<file path="src/rtl/sync_fifo_dpram_if.sv">
// sync_fifo_dpram handshake bundle: write/read requests, read data, flags.
// master drives requests (producer/consumer side), slave is the FIFO.
interface sync_fifo_dpram_if #(
  parameter int DATA_W = 8,
  parameter int ADDR_W = 5
);
  logic              In_Wen;
  logic [DATA_W-1:0] In_Wdata;
  logic              In_Ren;
  logic              In_ClrErr;
  logic [DATA_W-1:0] Out_Rdata;
  logic              Out_Rvalid;
  logic              Out_Full;
  logic              Out_Empty;
  logic              Out_AFull;
  logic              Out_AEmpty;
  logic [ADDR_W:0]   Out_Level;
  logic              Out_Ovf;
  logic              Out_Udf;

  modport master (
    output In_Wen, In_Wdata, In_Ren, In_ClrErr,
    input  Out_Rdata, Out_Rvalid,
    input  Out_Full, Out_Empty,
    input  Out_AFull, Out_AEmpty,
    input  Out_Level, Out_Ovf, Out_Udf
  );

  modport slave (
    input  In_Wen, In_Wdata, In_Ren, In_ClrErr,
    output Out_Rdata, Out_Rvalid,
    output Out_Full, Out_Empty,
    output Out_AFull, Out_AEmpty,
    output Out_Level, Out_Ovf, Out_Udf
  );
endinterface

</file>
<file path="src/rtl/sync_fifo_dpram.sv">
// Single-clock FIFO on an inferred simple dual-port RAM.
// Ports: In_Clk, In_Rst (sync, active high), bus (slave: req/data/flags).
module sync_fifo_dpram #(
  parameter int DATA_W    = 8,
  parameter int ADDR_W    = 5,
  parameter int AFULL_TH  = 28,
  parameter int AEMPTY_TH = 4
) (
  input logic             In_Clk,
  input logic             In_Rst,
  sync_fifo_dpram_if.slave bus
);
  localparam int DEPTH = 2 ** ADDR_W;
  localparam int LW    = ADDR_W + 1;

  localparam logic [LW-1:0] FULL_L = LW'(DEPTH);
  localparam logic [LW-1:0] AF_L   = LW'(AFULL_TH);
  localparam logic [LW-1:0] AE_L   = LW'(AEMPTY_TH);

  logic [DATA_W-1:0] mem [DEPTH];

  logic [ADDR_W-1:0] wr_ptr_q;
  logic [ADDR_W-1:0] rd_ptr_q;
  logic [LW-1:0]     level_q;
  logic [LW-1:0]     level_nxt;

  logic              full_q;
  logic              empty_q;
  logic              afull_q;
  logic              aempty_q;
  logic              ovf_q;
  logic              udf_q;
  logic              rvalid_q;
  logic [DATA_W-1:0] rdata_q;

  logic wr_acc;
  logic rd_acc;

  assign wr_acc = bus.In_Wen & ~full_q;
  assign rd_acc = bus.In_Ren & ~empty_q;

  always_comb begin
    level_nxt = level_q;
    unique case (1'b1)
      wr_acc & ~rd_acc: level_nxt = level_q + 1'b1;
      rd_acc & ~wr_acc: level_nxt = level_q - 1'b1;
      default: ;
    endcase
  end

  // RAM array has no reset so it maps onto block RAM.
  always_ff @(posedge In_Clk) begin
    if (!In_Rst && wr_acc) begin
      mem[wr_ptr_q] <= bus.In_Wdata;
    end
  end

  always_ff @(posedge In_Clk) begin
    if (In_Rst) begin
      rdata_q  <= '0;
      rvalid_q <= 1'b0;
    end else begin
      rvalid_q <= rd_acc;
      if (rd_acc) begin
        rdata_q <= mem[rd_ptr_q];
      end
    end
  end

  always_ff @(posedge In_Clk) begin
    if (In_Rst) begin
      wr_ptr_q <= '0;
      rd_ptr_q <= '0;
      level_q  <= '0;
      full_q   <= 1'b0;
      empty_q  <= 1'b1;
      afull_q  <= 1'b0;
      aempty_q <= 1'b1;
    end else begin
      if (wr_acc) begin
        wr_ptr_q <= wr_ptr_q + 1'b1;
      end
      if (rd_acc) begin
        rd_ptr_q <= rd_ptr_q + 1'b1;
      end
      // Flags follow the next level so they agree with Out_Level.
      level_q  <= level_nxt;
      full_q   <= (level_nxt == FULL_L);
      empty_q  <= (level_nxt == '0);
      afull_q  <= (level_nxt >= AF_L);
      aempty_q <= (level_nxt <= AE_L);
    end
  end

  // Set beats clear when both land in the same cycle.
  always_ff @(posedge In_Clk) begin
    if (In_Rst) begin
      ovf_q <= 1'b0;
      udf_q <= 1'b0;
    end else begin
      ovf_q <= (bus.In_Wen & full_q)
             | (ovf_q & ~bus.In_ClrErr);
      udf_q <= (bus.In_Ren & empty_q)
             | (udf_q & ~bus.In_ClrErr);
    end
  end

  assign bus.Out_Rdata  = rdata_q;
  assign bus.Out_Rvalid = rvalid_q;
  assign bus.Out_Full   = full_q;
  assign bus.Out_Empty  = empty_q;
  assign bus.Out_AFull  = afull_q;
  assign bus.Out_AEmpty = aempty_q;
  assign bus.Out_Level  = level_q;
  assign bus.Out_Ovf    = ovf_q;
  assign bus.Out_Udf    = udf_q;
endmodule
</file>
<file path="src/flat_wrapper.sv">
// flat-port wrapper written by rule: the top's interface ports become plain ports
module sync_fifo_dpram_flat 
#(
  parameter int DATA_W    = 8,
  parameter int ADDR_W    = 5,
  parameter int AFULL_TH  = 28,
  parameter int AEMPTY_TH = 4
)
  (In_Clk, In_Rst, bus_In_Wen, bus_In_Wdata, bus_In_Ren, bus_In_ClrErr, bus_Out_Rdata, bus_Out_Rvalid, bus_Out_Full, bus_Out_Empty, bus_Out_AFull, bus_Out_AEmpty, bus_Out_Level, bus_Out_Ovf, bus_Out_Udf);
  sync_fifo_dpram_if #(.DATA_W(DATA_W), .ADDR_W(ADDR_W)) bus_i ();
  input logic In_Clk;
  input logic In_Rst;
  input wire logic [$bits(bus_i.In_Wen)-1:0] bus_In_Wen;
  input wire logic [$bits(bus_i.In_Wdata)-1:0] bus_In_Wdata;
  input wire logic [$bits(bus_i.In_Ren)-1:0] bus_In_Ren;
  input wire logic [$bits(bus_i.In_ClrErr)-1:0] bus_In_ClrErr;
  output wire logic [$bits(bus_i.Out_Rdata)-1:0] bus_Out_Rdata;
  output wire logic [$bits(bus_i.Out_Rvalid)-1:0] bus_Out_Rvalid;
  output wire logic [$bits(bus_i.Out_Full)-1:0] bus_Out_Full;
  output wire logic [$bits(bus_i.Out_Empty)-1:0] bus_Out_Empty;
  output wire logic [$bits(bus_i.Out_AFull)-1:0] bus_Out_AFull;
  output wire logic [$bits(bus_i.Out_AEmpty)-1:0] bus_Out_AEmpty;
  output wire logic [$bits(bus_i.Out_Level)-1:0] bus_Out_Level;
  output wire logic [$bits(bus_i.Out_Ovf)-1:0] bus_Out_Ovf;
  output wire logic [$bits(bus_i.Out_Udf)-1:0] bus_Out_Udf;
  assign bus_i.In_Wen = bus_In_Wen;
  assign bus_i.In_Wdata = bus_In_Wdata;
  assign bus_i.In_Ren = bus_In_Ren;
  assign bus_i.In_ClrErr = bus_In_ClrErr;
  assign bus_Out_Rdata = bus_i.Out_Rdata;
  assign bus_Out_Rvalid = bus_i.Out_Rvalid;
  assign bus_Out_Full = bus_i.Out_Full;
  assign bus_Out_Empty = bus_i.Out_Empty;
  assign bus_Out_AFull = bus_i.Out_AFull;
  assign bus_Out_AEmpty = bus_i.Out_AEmpty;
  assign bus_Out_Level = bus_i.Out_Level;
  assign bus_Out_Ovf = bus_i.Out_Ovf;
  assign bus_Out_Udf = bus_i.Out_Udf;
  sync_fifo_dpram #(.DATA_W(DATA_W), .ADDR_W(ADDR_W), .AFULL_TH(AFULL_TH), .AEMPTY_TH(AEMPTY_TH)) u_core (.In_Clk(In_Clk), .In_Rst(In_Rst), .bus(bus_i));
endmodule
</file>
<file path="config.mk">
export PLATFORM = sky130hd
export DESIGN_NAME = sync_fifo_dpram_flat
export DESIGN_NICKNAME = d
export VERILOG_FILES = /design/src/rtl/sync_fifo_dpram_if.sv /design/src/rtl/sync_fifo_dpram.sv /design/src/flat_wrapper.sv
export SDC_FILE = /design/constraint.sdc
export NUM_CORES = 1
export LEC_CHECK = 0
export ABC_AREA = 0
export CAP_MARGIN = 20
export CORE_MARGIN = 4
export CORE_UTILIZATION = 55
export CTS_CLUSTER_DIAMETER = 40
export DETAILED_ROUTE_END_ITERATION = 16
export GPL_TIMING_DRIVEN = 0
export PLACE_DENSITY_LB_ADDON = 0.1
export SLEW_MARGIN = 30
export SYNTH_ARGS = -nofsm -noshare
export SYNTH_HDL_FRONTEND = slang
export SYNTH_SLANG_ARGS = --single-unit
</file>
<file path="constraint.sdc">
create_clock -name In_Clk -period 2.2 [get_ports In_Clk]
set_input_delay 0.33 -clock In_Clk [delete_from_list [all_inputs] [get_ports In_Clk]]
set_output_delay 0.33 -clock In_Clk [all_outputs]
set_load 0.01 [all_outputs]
</file>
# Word-level counts from Yosys, hierarchy flattened
# Memories as Yosys holds them, arrays and structs flattened. A register that Yosys moved wholly into a read port is not among the register bits.
# Index checks and enable logic that the tools add are counted.
# op_classes
order_cmp,2
muxes,3
n_addsub,4
n_bitwise,15
n_eq_ne,1
n_reduce_logical,3
# ops
cell,count
case mux 6 bit (2 select lines),1
adder 5 x 1 -> 5 bit (second input constant),2
bitwise AND 1 bit,8
adder 6 x 1 -> 6 bit (second input constant),1
equality test 6 bit (second input constant),1
greater-or-equal comparator 6 x 5 -> 1 bit (second input constant),1
less-or-equal comparator 6 x 3 -> 1 bit (second input constant),1
zero test 6 bit,1
subtractor 6 x 1 -> 6 bit (second input constant),1
inverter 1 bit,5
2-to-1 mux 1 bit,2
bitwise OR 1 bit,2
logical AND 1 bit,1
zero test 1 bit,1
# word_totals
memories,1
input_bits,13
wordCells,39
ramBits,256
out_inout_bits,21
regBits,23
# memory_table
name,depth,word_bits,read_ports,rd_clocked_by_memory_dff,wr,line,text
u_core.mem,32,8,1,1,1,sync_fifo_dpram.sv:20,logic [DATA_W-1:0] mem [DEPTH];

# Logic depth before layout (Yosys ltp)
# logic_depth
ltp_word,6
mapped_depth,12
mapped_depth_nobuf,11

# Worst setup path before layout
# No wires, ideal clock.
# synth_path
path_kind,reg-to-reg
start,"register u_core.empty_q, in the netlist u_core.bus.Out_Empty"
end,"register u_core.afull_q, in the netlist u_core.bus.Out_AFull"
setup_ns,0.114
setup_slack_ns,-0.283
arrival_time_ns,2.370
stages_incl_launch_ff,13
required_time_ns,2.086
n_path_buf,3
period_less_slack_ns,2.483
path_cell_list,dfxtp_1 -> nand2b_1 -> buf_2 -> inv_1 -> buf_2 -> ha_1 -> clkbuf_1 -> or3b_2 -> a31oi_1 -> nor2_1 -> o21bai_1 -> nand2_1 -> a21o_1
# synth_via
elab_chain_len,6
word_cells_on_any_way,7
cone_classes,order compare (1); mux (1); bitwise (5)
# synth_rtl
element,line,text
start: declaration,sync_fifo_dpram.sv:28,logic empty_q;
start signal: assignment,sync_fifo_dpram.sv:89,empty_q <= (level_nxt == '0);
inverter 1 bit *,sync_fifo_dpram.sv:40,assign rd_acc = bus.In_Ren & ~empty_q;
bitwise AND 1 bit *,sync_fifo_dpram.sv:40,
inverter 1 bit,sync_fifo_dpram.sv:45,wr_acc & ~rd_acc: level_nxt = level_q + 1'b1;
bitwise AND 1 bit,sync_fifo_dpram.sv:45,
case mux 6 bit (2 select lines) *,sync_fifo_dpram.sv:44,unique case (1'b1)
greater-or-equal comparator 6 x 5 -> 1 bit *,sync_fifo_dpram.sv:90,afull_q <= (level_nxt >= AF_L);
end signal: assignment,sync_fifo_dpram.sv:90,
end: declaration,sync_fifo_dpram.sv:29,logic afull_q;
# Mark *: on every way between the ends. The rest lies on a longest branch, timed or not.
# A chain may end at the register's enable or synchronous reset.

# Worst setup path after layout
# layout_path
start,input port In_Rst
end,"memory u_core.mem[29][3], enable pin"
# layout_via
elab_chain_len,4
# layout_rtl
element,line,text
start: declaration,flat_wrapper.sv:12,input logic In_Rst;
zero test 1 bit,sync_fifo_dpram.sv:53,if (!In_Rst && wr_acc) begin
logical AND 1 bit,sync_fifo_dpram.sv:53,
2-to-1 mux 1 bit,sync_fifo_dpram.sv:53,
2-to-1 mux 1 bit (implied by the code),sync_fifo_dpram.sv:54,mem[wr_ptr_q] <= bus.In_Wdata;
end: declaration,sync_fifo_dpram.sv:20,
# No other way between the ends.

==> run metrics <==
run status finished with violations; violated checks negative setup slack; Max Slew Vio Count 0; grt total ovfl 0; endpoints failing setup 28; crit path kind in -> reg; Seq pwr share 45.2%; cells taking the most area after synthesis edfxtp_1 68%, mux4_2 14%, dfxtp_1 5.5%, nor2_1 1.8%, mux2i_1 1.6%; internal power 10400 uW; Max Freq 449 MHz; Synth Flop Type edfxtp_1; TritonCTS clock tree done; gr busiest metal met2; Port Buffers 33; post-synthesis sequential area ratio 73.4%; layout cells sized above 1 33.5%; M2 GR Usage 34.2%; min cycle time layout 2.23 ns; Max Cap Viol 0; Switching Fraction 23.3%; gr usage total 22.2%; Hold Vio Cnt, Final 0; worst-path fanout max 10; FP Rows 52; Die ar. 0.0229 mm2; Setup crit end kind flop; Post-synth EDFFs 256; Peak supply drop 0.000759 V; Synth cell types 43; initial core utilization 56.0%; WL/cell 24.8 um; Post-synth ARST share 0%; Antenna Cells 0; Ports 34; Power Density 985 mW/mm2; H-tree levels 2; share of the synthesized area in the top cell type 67.9%; multi-input logic area 0.00320 mm2; CTS max path bufs 3; relative slew slack 44.6%; Layout Utilization 68.0%; Final WS setup -0.0285 ns; Final GP Congestion 0.923; routed vias/inst 6.01; Die W 151 um; filler-free cell count of the finished design 983; power share of the clock group 40.5%; Final nets 707; Inst Count DP 905; worst skew pair latency 0.51 ns; # hold bufs at CTS 0; P_leak 0.00432 uW; ANT nets after route 0; first-pass GRT wire length 37100 um; Worst Tran Pin Value 0.827 ns; initial antenna violation count 0; Syn Area/Cell 18.8 um2; Logic pwr share 14.3%; Num CTS Buffers 35; vias 5912; Place WS -0.783 ns; cell taking the most area after synthesis edfxtp_1; Register Area 0.00831 mm2; hold_sp bus_In_Wen; type of the tightest min-delay check in -> reg; CTS root buf clkbuf_16; period utilization 101%; FF-to-FF Start u_core.bus.Out_Empty; Worst Setup SP In_Rst; largest net degree at the start of global routing 33; post-synthesis net count 622; CP required 2.37 ns; clock slew at reported path FFs 0.06 ns; Fill cells 1275; Mapped Cells 602; total wire length 24400 um; grt met1 use 32.3%; Detailed Place HPWL 15300 um; 1st-pass router iterations 4; Die H 151 um; CP Data Arrival Time 2.40 ns; area delta synth->final 21.5%; number of global-route vias before repair 6117; startpoint types primary input; met3 GRT Util 4.25%; switching power 3160 uW; synthesized area 0.0113 mm2; Core Area 0.0202 mm2; drt drc 0; Sink Count 287; Yosys warnings 0; number of synthesized register bits 287; RSZ-0062 raised after global routing true; initial DRC count 460; final clock skew 0.0156 ns
[area by class of cell]
type | instances | share of cell area [%]
Sequential cell | 287 | 60.4
Multi-Input combinational cell | 274 | 23.2
Clock buffer | 46 | 7.27
Timing Repair Buffer | 53 | 3.41
Tap cell | 270 | 2.45
Buffer | 28 | 1.99
Clock inverter | 17 | 0.982
Inverter | 8 | 0.255
[layer usage]
metal	up-vias	wire length (um)
met5	-	0
met4	0	832
met3	49	1590
met2	247	11700
met1	3024	10300
li1	2592	-
[synth_stat cells (2+ instances only)]
master	instances
edfxtp_1	256
mux4_2	71
nor2_1	55
nand2_1	39
dfxtp_1	31
mux2i_1	18
clkbuf_1	13
buf_2	12
o2111ai_1	9
a21oi_1	8
inv_1	8
nand3_1	8
ha_1	7
xor2_1	7
nand4_1	6
xnor2_1	5
nor2b_1	4
a22oi_1	3
buf_1	3
buf_4	3
nand3b_1	3
o211ai_1	3
or3b_2	3
a21o_1	2
a31oi_1	2
buf_6	2
nand2b_1	2
nor3_1	2
o21ai_0	2
o22ai_1	2
[registers in the layout (all words and copies together) (netlist names)]
register and flops:
u_core.bus.Out_Ovf 1, u_core.bus.Out_Full 1, u_core.bus.Out_AEmpty 1, u_core.bus.Out_Level 6, u_core.wr_ptr_q 5, u_core.rd_ptr_q 5, u_core.bus.Out_Udf 1, u_core.bus.Out_AFull 1
u_core.mem 256, u_core.bus.Out_Rdata 8, u_core.bus.Out_Rvalid 1, u_core.bus.Out_Empty 1
[per-stage QoR]
| step | cell area [um2] | hold WS [ns] | setup TNS [ns] | total power, uW |
|---|---|---|---|---|
| 2_1_floorplan | 11400 | 0.429 | 0 | 7280 |
| 3_3_place_gp | 12000 | 0.435 | -171.25 | 7830 |
| 3_5_place_dp | 12000 | 0.441 | -177.37 | 7840 |
| 4_1_cts | 13300 | 0.272 | -29.38 | 13400 |
| 5_1_grt | 13800 | 0.283 | -29.69 | 14000 |
| 6_report | 13800 | 0.283 | -0.375 | 13600 |
[worst paths after layout]
path | depth (start not counted) | to | slack, ns
worst min-delay path | 3 | u_core.bus.Out_Ovf | 0.28
worst min register to register | 2 | u_core.bus.Out_Rdata[4] | 0.45
worst max-delay path | 5 | u_core.mem[29][3] | -0.03
worst max register to register | 12 | u_core.bus.Out_Empty | -0.01
[logic make-up (layout without fill, tap and decap cells)]
| kind of cell | Yosys count | in the layout | synth area share (%) |
|---|---|---|---|
| compound gates | 38 | 38 | 2.46 |
| mux | 89 | 89 | 15.7 |
| xor+xnor | 12 | 12 | 0.928 |
| flops | 287 | 287 | 73.4 |
| simple gates | 128 | 128 | 5.03 |
| buf+inv | 41 | 152 | 1.72 |
| fa+ha+maj | 7 | 7 | 0.773 |
[worst max-delay path, stage by stage]
cell and delay [ns]:
clkdlybuf4s50_1 0.48, clkbuf_1 0.33, nor2_1 0.42, nand2_2 0.42, nor2_4 0.42
[layout by cell type, fill, tap and decap left out, types with 3 or more instances in the layout]
| cell | count |
|---|---|
| xnor2_1 | 3 |
| inv_1 | 6 |
| clkinv_2 | 7 |
| o2111ai_1 | 7 |
| nor2b_1 | 3 |
| clkbuf_16 | 39 |
| o211ai_1 | 3 |
| inv_6 | 4 |
| edfxtp_1 | 256 |
| nand3_1 | 8 |
| ha_1 | 5 |
| nand2_1 | 33 |
| nand4_1 | 6 |
| dfxtp_1 | 28 |
| a22oi_1 | 3 |
| a21oi_1 | 6 |
| clkbuf_1 | 12 |
| mux4_2 | 71 |
| mux2i_1 | 16 |
| buf_2 | 13 |
| clkdlybuf4s50_1 | 24 |
| nor2_4 | 32 |
| buf_4 | 22 |
| nor2_1 | 22 |
| nand3b_1 | 3 |
| nand2_2 | 5 |
| buf_12 | 8 |
| xor2_1 | 7 |
[power by group through the flow]
stage / registers (uW) / logic [uW] / clock network [uW]
2_1_floorplan: 6230 / 1050 / 0
3_3_place_gp: 6210 / 1620 / 0
3_5_place_dp: 6210 / 1630 / 0
4_1_cts: 6120 / 1730 / 5580
5_1_grt: 6140 / 2070 / 5840
6_report: 6130 / 1930 / 5500
[repair_timing]
| action | in CTS | in global routing |
|---|---|---|
| endpoints found under the setup margin | 270 | 271 |
| cloned | 0 | 1 |
| gates resized for setup | 43 | 87 |
| pin swaps | 6 | 8 |
| setup buffers | 9 | 10 |
(Power assumes the default switching activity.)
